$ cat config.mk
export PLATFORM = sky130hd
export DESIGN_NAME = tlp_class_scheduler_flat
export DESIGN_NICKNAME = d
export VERILOG_FILES = /design/src/rtl/tlp_class_scheduler_if.sv /design/src/rtl/tlp_class_scheduler.sv /design/src/flat_wrapper.sv
export SDC_FILE = /design/constraint.sdc
export NUM_CORES = 2
export LEC_CHECK = 0
export BUFFER_PORTS_ARGS = -buffer_cell sky130_fd_sc_hd__buf_2
export CAP_MARGIN = 5
export CORE_UTILIZATION = 49
export DETAILED_ROUTE_END_ITERATION = 8
export GPL_ROUTABILITY_DRIVEN = 0
export PLACE_DENSITY = 0.7
export REMOVE_ABC_BUFFERS = 1
export SKIP_LAST_GASP = 1
export SLEW_MARGIN = 40
export SYNTH_ARGS = -nofsm -noshare
export SYNTH_HDL_FRONTEND = slang
export SYNTH_SLANG_ARGS = --single-unit
$ cat constraint.sdc
create_clock -name clk -period 19 [get_ports clk]
set_input_delay 0.95 -clock clk [delete_from_list [all_inputs] [get_ports clk]]
set_output_delay 0.95 -clock clk [all_outputs]
set_load 0.02 [all_outputs]
$ cat src/rtl/tlp_class_scheduler_if.sv
// Handshake bundle for tlp_class_scheduler: detected-TLP input strobe and
// registered valid/ready output stream.
interface tlp_class_scheduler_if #(
  parameter int OUT_PKT_WIDTH = 160
);
  logic                     pkt_valid;
  logic [OUT_PKT_WIDTH-1:0] pkt_in;
  logic [9:0]               pkt_type;
  logic                     out_valid;
  logic                     out_ready;
  logic [OUT_PKT_WIDTH-1:0] out_pkt;
  logic [1:0]               out_class;

  modport master (
    output pkt_valid, pkt_in, pkt_type, out_ready,
    input  out_valid, out_pkt, out_class
  );

  modport slave (
    input  pkt_valid, pkt_in, pkt_type, out_ready,
    output out_valid, out_pkt, out_class
  );
endinterface

$ cat src/rtl/tlp_class_scheduler.sv
// Sorts detected TLPs into Posted / Non-Posted / Completion queues and drains them
// through one registered output. Optional macro CPL_PRIORITY_EN: CPL > rr(P, NP).
module tlp_class_scheduler #(
  parameter int OUT_PKT_WIDTH = 160,
  parameter int FIFO_DEPTH    = 4,
  parameter int CNT_WIDTH     = 8
) (
  input  logic                          clk,
  input  logic                          reset,
  tlp_class_scheduler_if.slave          bus,
  output logic [$clog2(FIFO_DEPTH):0]   occ_p,
  output logic [$clog2(FIFO_DEPTH):0]   occ_np,
  output logic [$clog2(FIFO_DEPTH):0]   occ_cpl,
  output logic [CNT_WIDTH-1:0]          drop_cnt,
  output logic [CNT_WIDTH-1:0]          err_cnt
);
  localparam int PTR_W = $clog2(FIFO_DEPTH);
  localparam logic [PTR_W:0] DEPTH_V = (PTR_W+1)'(FIFO_DEPTH);
  localparam logic [1:0] CLS_P   = 2'd0;
  localparam logic [1:0] CLS_NP  = 2'd1;
  localparam logic [1:0] CLS_CPL = 2'd2;

  logic                     type_ok;
  logic [1:0]               in_class;
  logic [2:0]               non_empty;
  logic [2:0]               full;
  logic [2:0]               push;
  logic [2:0]               pop;
  logic [OUT_PKT_WIDTH-1:0] head [3];
  logic [PTR_W:0]           occ  [3];
  logic                     load;
  logic                     have_win;
  logic [1:0]               win;
  logic [2:0]               cand;
  logic                     drop;

  logic                     out_valid_reg;
  logic [OUT_PKT_WIDTH-1:0] out_pkt_reg;
  logic [1:0]               out_class_reg;
  logic [1:0]               rr_ptr_reg, rr_ptr_next;
  logic [CNT_WIDTH-1:0]     drop_cnt_reg, err_cnt_reg;

  always_comb begin
    type_ok = (bus.pkt_type != '0) && ((bus.pkt_type & (bus.pkt_type - 10'd1)) == '0);
    if (bus.pkt_type[8])
      in_class = CLS_P;
    else if (|bus.pkt_type[1:0])
      in_class = CLS_CPL;
    else
      in_class = CLS_NP;
  end

  for (genvar gi = 0; gi < 3; gi++) begin : g_q
    logic [OUT_PKT_WIDTH-1:0] mem [FIFO_DEPTH];
    logic [PTR_W-1:0]         wr_ptr_reg, rd_ptr_reg;
    logic [PTR_W:0]           occ_reg;

    assign non_empty[gi] = (occ_reg != '0);
    assign full[gi]      = (occ_reg == DEPTH_V);
    assign pop[gi]       = load && have_win && (win == 2'(gi));
    // A full queue still accepts when its head leaves on the same edge.
    assign push[gi]      = bus.pkt_valid && type_ok && (in_class == 2'(gi)) &&
                           (!full[gi] || pop[gi]);
    assign head[gi]      = mem[rd_ptr_reg];
    assign occ[gi]       = occ_reg;

    always_ff @(posedge clk) begin
      if (push[gi])
        mem[wr_ptr_reg] <= bus.pkt_in;
    end

    always_ff @(posedge clk or negedge reset) begin
      if (!reset) begin
        wr_ptr_reg <= '0;
        rd_ptr_reg <= '0;
        occ_reg    <= '0;
      end else begin
        if (push[gi]) wr_ptr_reg <= wr_ptr_reg + 1'b1;
        if (pop[gi])  rd_ptr_reg <= rd_ptr_reg + 1'b1;
        occ_reg <= occ_reg + (PTR_W+1)'(push[gi]) - (PTR_W+1)'(pop[gi]);
      end
    end
  end

  always_comb begin
    load        = !out_valid_reg || bus.out_ready;
    have_win    = 1'b0;
    win         = CLS_P;
    cand        = '0;
    rr_ptr_next = rr_ptr_reg;
`ifdef CPL_PRIORITY_EN
    if (non_empty[CLS_CPL]) begin
      have_win = 1'b1;
      win      = CLS_CPL;
    end else if (non_empty[rr_ptr_reg[0]]) begin
      have_win = 1'b1;
      win      = {1'b0, rr_ptr_reg[0]};
    end else if (non_empty[~rr_ptr_reg[0]]) begin
      have_win = 1'b1;
      win      = {1'b0, ~rr_ptr_reg[0]};
    end
    // CPL wins leave the P/NP rotation untouched.
    if (load && have_win && (win != CLS_CPL))
      rr_ptr_next = {1'b0, ~win[0]};
`else
    for (int i = 0; i < 3; i++) begin
      cand = {1'b0, rr_ptr_reg} + 3'(i);
      if (cand > 3'd2) cand = cand - 3'd3;
      if (!have_win && non_empty[cand[1:0]]) begin
        have_win = 1'b1;
        win      = cand[1:0];
      end
    end
    if (load && have_win)
      rr_ptr_next = (win == CLS_CPL) ? CLS_P : win + 2'd1;
`endif
    drop = bus.pkt_valid && type_ok && full[in_class] && !pop[in_class];
  end

  always_ff @(posedge clk or negedge reset) begin
    if (!reset) begin
      out_valid_reg <= 1'b0;
      out_pkt_reg   <= '0;
      out_class_reg <= CLS_P;
      rr_ptr_reg    <= CLS_P;
      drop_cnt_reg  <= '0;
      err_cnt_reg   <= '0;
    end else begin
      rr_ptr_reg <= rr_ptr_next;
      if (load) begin
        out_valid_reg <= have_win;
        if (have_win) begin
          out_pkt_reg   <= head[win];
          out_class_reg <= win;
        end
      end
      if (drop && (drop_cnt_reg != '1))
        drop_cnt_reg <= drop_cnt_reg + 1'b1;
      if (bus.pkt_valid && !type_ok && (err_cnt_reg != '1))
        err_cnt_reg <= err_cnt_reg + 1'b1;
    end
  end

  assign bus.out_valid = out_valid_reg;
  assign bus.out_pkt   = out_pkt_reg;
  assign bus.out_class = out_class_reg;
  assign occ_p         = occ[CLS_P];
  assign occ_np        = occ[CLS_NP];
  assign occ_cpl       = occ[CLS_CPL];
  assign drop_cnt      = drop_cnt_reg;
  assign err_cnt       = err_cnt_reg;
endmodule
$ cat src/flat_wrapper.sv
// flat-port wrapper written by rule: the top's interface ports become plain ports
module tlp_class_scheduler_flat 
#(
  parameter int OUT_PKT_WIDTH = 160,
  parameter int FIFO_DEPTH    = 4,
  parameter int CNT_WIDTH     = 8
)
  (clk, reset, occ_p, occ_np, occ_cpl, drop_cnt, err_cnt, bus_pkt_valid, bus_pkt_in, bus_pkt_type, bus_out_ready, bus_out_valid, bus_out_pkt, bus_out_class);
  tlp_class_scheduler_if #(.OUT_PKT_WIDTH(OUT_PKT_WIDTH)) bus_i ();
  input  logic clk;
  input  logic reset;
  output logic [$clog2(FIFO_DEPTH):0] occ_p;
  output logic [$clog2(FIFO_DEPTH):0] occ_np;
  output logic [$clog2(FIFO_DEPTH):0] occ_cpl;
  output logic [CNT_WIDTH-1:0] drop_cnt;
  output logic [CNT_WIDTH-1:0] err_cnt;
  input wire logic [$bits(bus_i.pkt_valid)-1:0] bus_pkt_valid;
  input wire logic [$bits(bus_i.pkt_in)-1:0] bus_pkt_in;
  input wire logic [$bits(bus_i.pkt_type)-1:0] bus_pkt_type;
  input wire logic [$bits(bus_i.out_ready)-1:0] bus_out_ready;
  output wire logic [$bits(bus_i.out_valid)-1:0] bus_out_valid;
  output wire logic [$bits(bus_i.out_pkt)-1:0] bus_out_pkt;
  output wire logic [$bits(bus_i.out_class)-1:0] bus_out_class;
  assign bus_i.pkt_valid = bus_pkt_valid;
  assign bus_i.pkt_in = bus_pkt_in;
  assign bus_i.pkt_type = bus_pkt_type;
  assign bus_i.out_ready = bus_out_ready;
  assign bus_out_valid = bus_i.out_valid;
  assign bus_out_pkt = bus_i.out_pkt;
  assign bus_out_class = bus_i.out_class;
  tlp_class_scheduler #(.OUT_PKT_WIDTH(OUT_PKT_WIDTH), .FIFO_DEPTH(FIFO_DEPTH), .CNT_WIDTH(CNT_WIDTH)) u_core (.clk(clk), .reset(reset), .bus(bus_i), .occ_p(occ_p), .occ_np(occ_np), .occ_cpl(occ_cpl), .drop_cnt(drop_cnt), .err_cnt(err_cnt));
endmodule
Word-level counts from Yosys, hierarchy flattened
Memory sizes are Yosys's and may differ from the RTL's.
Cells that the tools add are included.
- bits of input ports: 174
- memories: 3
- bits in registers: 202
- RAM bits: 1920
- word-level logic and storage cells: 129
- output and inout port bits: 188
- memories (memory ; words ; width ; read ports ; clocked after memory_dff ; wr ports ; RTL line ; text):
    u_core.g_q[0].mem ; 4 ; 160 ; 1 ; 0 ; 1 ; tlp_class_scheduler.sv:54 ; logic [OUT_PKT_WIDTH-1:0] mem [FIFO_DEPTH];
    u_core.g_q[1].mem ; 4 ; 160 ; 1 ; 0 ; 1 ; tlp_class_scheduler.sv:54 ;
    u_core.g_q[2].mem ; 4 ; 160 ; 1 ; 0 ; 1 ; tlp_class_scheduler.sv:54 ;
- equality and inequality tests: 9
- bitwise logic cells: 2
- add/subtract/negate cells: 21
- reductions and logical operators: 40
- multiplexer cells: 31
- magnitude comparators: 8
- operator list (operator ; count):
    160-bit binary-select mux with 2-bit select ; 1
    160-bit two-way mux ; 2
    1-bit logical AND ; 19
    2-bit two-way mux ; 9
    8-bit by 1-bit adder with 8-bit output, second input constant ; 2
    8-bit inequality test, second input constant ; 2
    2-bit by 1-bit adder with 2-bit output, second input constant ; 7
    1-bit two-way mux ; 14
    2-bit by 3-bit < comparator with 1-bit output, second input constant ; 4
    10-bit AND ; 1
    1-bit binary-select mux with 2-bit select ; 5
    10-bit logical NOT ; 1
    10-bit nonzero test ; 1
    10-bit by 1-bit subtractor with 10-bit output, second input constant ; 1
    3-bit by 1-bit adder with 3-bit output ; 3
    3-bit equality test, second input constant ; 3
    3-bit nonzero test ; 3
    3-bit by 1-bit subtractor with 3-bit output ; 3
    1-bit logical NOT ; 8
    3-bit by 2-bit greater-than comparator with 1-bit output, second input constant ; 2
    2-bit subtractor, second input constant ; 3
    2-bit by 1-bit equality test with 1-bit output, second input constant ; 2
    2-bit equality test, second input constant ; 2
    2-bit logical NOT ; 2
    8 further kinds ; 11

Logic depth before layout (Yosys ltp)
- depth in word-level cells: 18
- mapped depth: 16
- gate-level depth less buffers: 13

Least setup slack after synthesis
No wires, ideal clock.
- path type: input to register
- start point: input bus_pkt_type[3]
- end point: memory u_core.g_q[1].mem[0][0], enable pin
- data arrival time: 6.610 ns
- library setup time: 0.539 ns
- path slack: 11.851 ns
- stages: 8
- path buffers: 1
- required time: 18.461 ns
- path through: or3_4 > or3_1 > a211o_1 > a211oi_4 > and2_1 > buf_4 > nor3b_4 > and2_1
- word-level cells in the longest chain between the ends: 9
- elaborated cells on any way between the ends: 10
- those cells by class: 1 x add/sub; 2 x mux; 1 x bitwise; 6 x reduce/logical
- ends and longest elaborated chain (item ; RTL line ; text):
    start: declaration ; flat_wrapper.sv:19 ; input wire logic [$bits(bus_i.pkt_type)-1:0] bus_pkt_type;
    10-bit by 1-bit subtractor with 10-bit output ; tlp_class_scheduler.sv:44 ; type_ok = (bus.pkt_type != '0) && ((bus.pkt_type & (bus.pkt_type - 10'd1)) == '0);
    10-bit AND ; tlp_class_scheduler.sv:44 ;
    10-bit logical NOT ; tlp_class_scheduler.sv:44 ;
    1-bit logical AND * ; tlp_class_scheduler.sv:44 ;
    1-bit logical AND * (3 in a row) ; tlp_class_scheduler.sv:62 ; assign push[gi] = bus.pkt_valid && type_ok && (in_class == 2'(gi)) &&
    named net u_core.push[1] ; tlp_class_scheduler.sv:27 ; logic [2:0] push;
    1-bit two-way mux * ; tlp_class_scheduler.sv:68 ; if (push[gi])
    1-bit two-way mux (implied by the code) * ; tlp_class_scheduler.sv:69 ; mem[wr_ptr_reg] <= bus.pkt_in;
    end: declaration ; tlp_class_scheduler.sv:54 ;
The timed path passes the listed nets; every way through them passes the cells marked *.

Final worst setup path
- start point: register u_core.rr_ptr_reg[1]
- end point: memory u_core.g_q[0].mem[3][38], enable pin
- word-level cells in the longest chain between the ends: 17
- elaborated cells on any way between the ends: 34
- those cells by class: 5 x add/sub; 3 x order compare; 17 x mux; 9 x reduce/logical
- ends and longest elaborated chain (item ; RTL line ; text):
    start: declaration ; tlp_class_scheduler.sv:40 ; logic [1:0] rr_ptr_reg, rr_ptr_next;
    start signal: assignment ; tlp_class_scheduler.sv:129 ; rr_ptr_reg <= rr_ptr_next;
    parallel branches: the longest is 12 deep, another holds 2-bit by 1-bit adder with 3-bit output ; n/a ;
    1-bit logical AND * ; tlp_class_scheduler.sv:60 ; assign pop[gi] = load && have_win && (win == 2'(gi));
    1-bit logical OR * ; tlp_class_scheduler.sv:63 ; (!full[gi] || pop[gi]);
    1-bit logical AND * ; tlp_class_scheduler.sv:62 ;
    named net u_core.push[0] ; tlp_class_scheduler.sv:27 ;
    1-bit two-way mux * ; tlp_class_scheduler.sv:68 ;
    1-bit two-way mux (implied by the code) * ; tlp_class_scheduler.sv:69 ;
    end: declaration ; tlp_class_scheduler.sv:54 ;
Mark *: on every way through the listed nets, which the timed path passes. The select of a mux whose other input is x is not followed.

==> impl_metrics.yaml <==
run_status:
  outcome: "finished clean"
worst_setup_path:
  cp.arrival_ps: 5710
  worstSetupPathType: "reg2reg"
  worstPathMaxFanout: 167
  path_cells: "inv_1 > ha_1 > or3_1 > o221a_2 > o211ai_1 > buf_12 > nor2b_1 > o211a_2 > and2_4 > buf_4 > buf_4"
  critical_path.most_common_cell: "buf_4"
  worst_ep_required_time_ps: 19450
  path_buf_inv: 4
  slowest_delay_ps: 760
  slowest_stage: "buf_4"
  critPathTopFamily: "buffers and inverters"
  cp_num_cells: 11
  endpoint_kind: "register"
  worst_setup_path_start_kind: "register"
  r2r_cells: 11
die:
  core.rowCount: 148
  chipHeight_um: 406.5
  fp.dieW_um: 406.5
  fp.dieArea_um2: 165200
  core_area_um2: 162600
  floorplan.initialDensity_pct: 49.31
  io_pins: 362
yosys:
  synth.avg_cell_area_um2: 21.09
  synthSimpleGateAreaFrac_pct: 2.088
  yosysMostFrequentCell: "edfxtp_1"
  synth_common_cells: "1920 x edfxtp_1, 480 x mux4_2, 202 x dfrtp_1"
  synthArstFlopShare_pct: 9.519
  synth_seq_cells: 2122
  synth-compound-area-share_pct: 2.315
  yosys.area.top_type: "edfxtp_1"
  synth-edff-count: 1920
  yosys_warnings: 0
  yosys.area_share.xor_xnor_pct: 0.3059
  syn_area_um2: 80170
  synthMuxAreaShare_pct: 15.54
  synth-adder-area-share_pct: 0.4433
  yosysUniqueCellTypes: 51
  synth_top_area_share_pct: 71.92
  synth_top_family_by_area: "multiplexers"
  synth-seq-area-share_pct: 78.23
  synth_flop_cell: "edfxtp_1"
  synth_area_leaders: "edfxtp_1 72%, mux4_2 13%, dfrtp_1 6.3%, mux2i_1 2.0%, a21oi_1 1.0%"
  netlist_instances: 3801
placement:
  dp_hpwl_um: 100600
  numPortBuffers: 361
  place_ws_ps: 13150
power_and_ir_drop:
  power_density_nw_per_um2: 145.5
  totalPowerFinal_mw: 13.35
  ir_drop_v: 0.0001882
  leakagePower_nw: 31.05
clock_network:
  clk_latency_ps: 850
  cts.sinks: 2122
  ctsHtreeMaxLevel: 4
  cts_resized: 0
  postCtsHoldBufs: 0
  cts_buffers: 205
  clk_pin_slew_worst_paths_ps: 60
  clockBufferDepth: 3
  cts-root-buf: "clkbuf_16"
  post_cts_buffers: 0
  cts_tree: "yes"
layout:
  nFillCells: 12030
  multiInputGateArea_um2: 16660
  regArea_um2: 62730
  largest_reg_flops: 1920
  syn_to_final_growth_pct: 14.43
  nets: 4446
  layout-drive-gt1-share_pct: 27.80
global_route:
  antenna_found_initial: 23
  grt_pass1_wl_um: 259200
  grt_usage_pct: 21.54
  grt_max_degree: 168
  grt_pass1_vias: 39350
  grt_overflow_total: 0
drt:
  drtIter0Drc: 3567
  wl_per_cell_um: 26.65
  drtAntennaViolNets: 0
  drt_pass1_iterations: 7
  via_per_inst: 5.798
  vias: 38270
  route.detailed.drc: 0
  routed_wl_um: 175900
timing:
  skew_ps: 54.55
  slew_headroom_pct: 40.91
  hold_viol: 0
  finalCritPeriodShare_pct: 27.66
  max_freq_mhz: 190.3
  drv_slew: 0
  grt_setup_unrepaired: "no"
  timing.hold.ws_ps: 398.7
  fin_ws_ps: 13740
  worst_pin_slew_ps: 886.4
  min_period_ps: 5256
  setup_violations: 0
min_path:
  hold_class: "in2reg"
  hold_depth: 3
flow_run:
  maxCapViolCount: 0
[power by group]
group | leakage, nW | switching, mW | internal (mW) | total [mW]
logic | 8.14 | 2.24 | 1.62 | 3.86
registers | 19.7 | 0.199 | 5.30 | 5.50
clock network | 3.20 | 1.74 | 2.25 | 3.99
[cells in the final DEF, fill, tap and decap left out, types with 7 or more instances in the layout]
| master | instances |
|---|---|
| ha_1 | 22 |
| inv_1 | 21 |
| xor2_1 | 8 |
| buf_2 | 360 |
| bufinv_16 | 14 |
| dfrtp_1 | 196 |
| nand3_1 | 8 |
| clkinv_1 | 37 |
| xnor2_1 | 20 |
| clkinv_16 | 9 |
| o21ai_0 | 165 |
| nand2_1 | 176 |
| buf_6 | 28 |
| clkinv_2 | 24 |
| clkbuf_1 | 68 |
| or3_1 | 7 |
| buf_4 | 29 |
| a21oi_1 | 165 |
| nor2_1 | 167 |
| mux2i_1 | 160 |
| edfxtp_1 | 1920 |
| and2_4 | 8 |
| buf_16 | 7 |
| clkbuf_8 | 10 |
| buf_12 | 16 |
| clkinvlp_4 | 7 |
| clkbuf_16 | 206 |
| mux4_2 | 480 |
[tightest hold or removal path: stages]
cell and delay [ps]:
buf_2 70, nand2b_1 130, nand2_1 60
[final timing paths]
path | from | endpoint | slack (ps)
setup / recovery | u_core.rr_ptr_reg[1] | u_core.g_q[0].mem[3][38] | 13740
hold / removal | bus_out_ready | u_core.bus.out_valid | 400
setup reg to reg | u_core.rr_ptr_reg[1] | u_core.g_q[0].mem[3][38] | 13740
hold reg to reg | u_core.bus.out_pkt[1] | u_core.bus.out_pkt[1] | 470
max in group asynchronous | reset | u_core.bus.out_pkt[131] | 16950
min in group asynchronous | reset | u_core.bus.out_pkt[0] | 530
[stage by stage]
stage | setup TNS, ps | util [%] | instances | instance area (µm²)
finish | 0 | 56.42 | 6601 | 91730
floorplan | -2057060 | - | 3598 | 79380
detailed placement | 0 | 52.22 | 6208 | 84900
global placement | 0 | 51.99 | 6196 | 84530
global route | 0 | 56.42 | 6600 | 91730
CTS | 0 | 56.32 | 6592 | 91570
[layer usage]
layer	global-route usage, %	wire length [µm]	up-vias
li1	-	-	16360
met1	31.32	75970	20290
met2	33.77	83810	1362
met3	4.219	12660	235
met4	5.461	3272	28
met5	0	190	-
[layout make-up]
type | count | share of cell area, %
antenna | 2 | 0.005456
sequential | 2122 | 68.39
inverter | 21 | 0.08593
timing repair buffer | 442 | 3.132
multi-input combinational | 1455 | 18.16
clock buffer | 284 | 6.048
tap | 2175 | 2.967
clock inverter | 100 | 1.219
[kinds of logic after synthesis]
logic type | after synthesis
AOI/OAI and AO/OA | 353
and+or+nand+nor | 403
buffers and inverters | 224
DFF | 2122
adders and majority gates | 27
xor gates and xnor gates | 28
muxes | 644
Note: power is estimated with default switching activity, not from simulation.
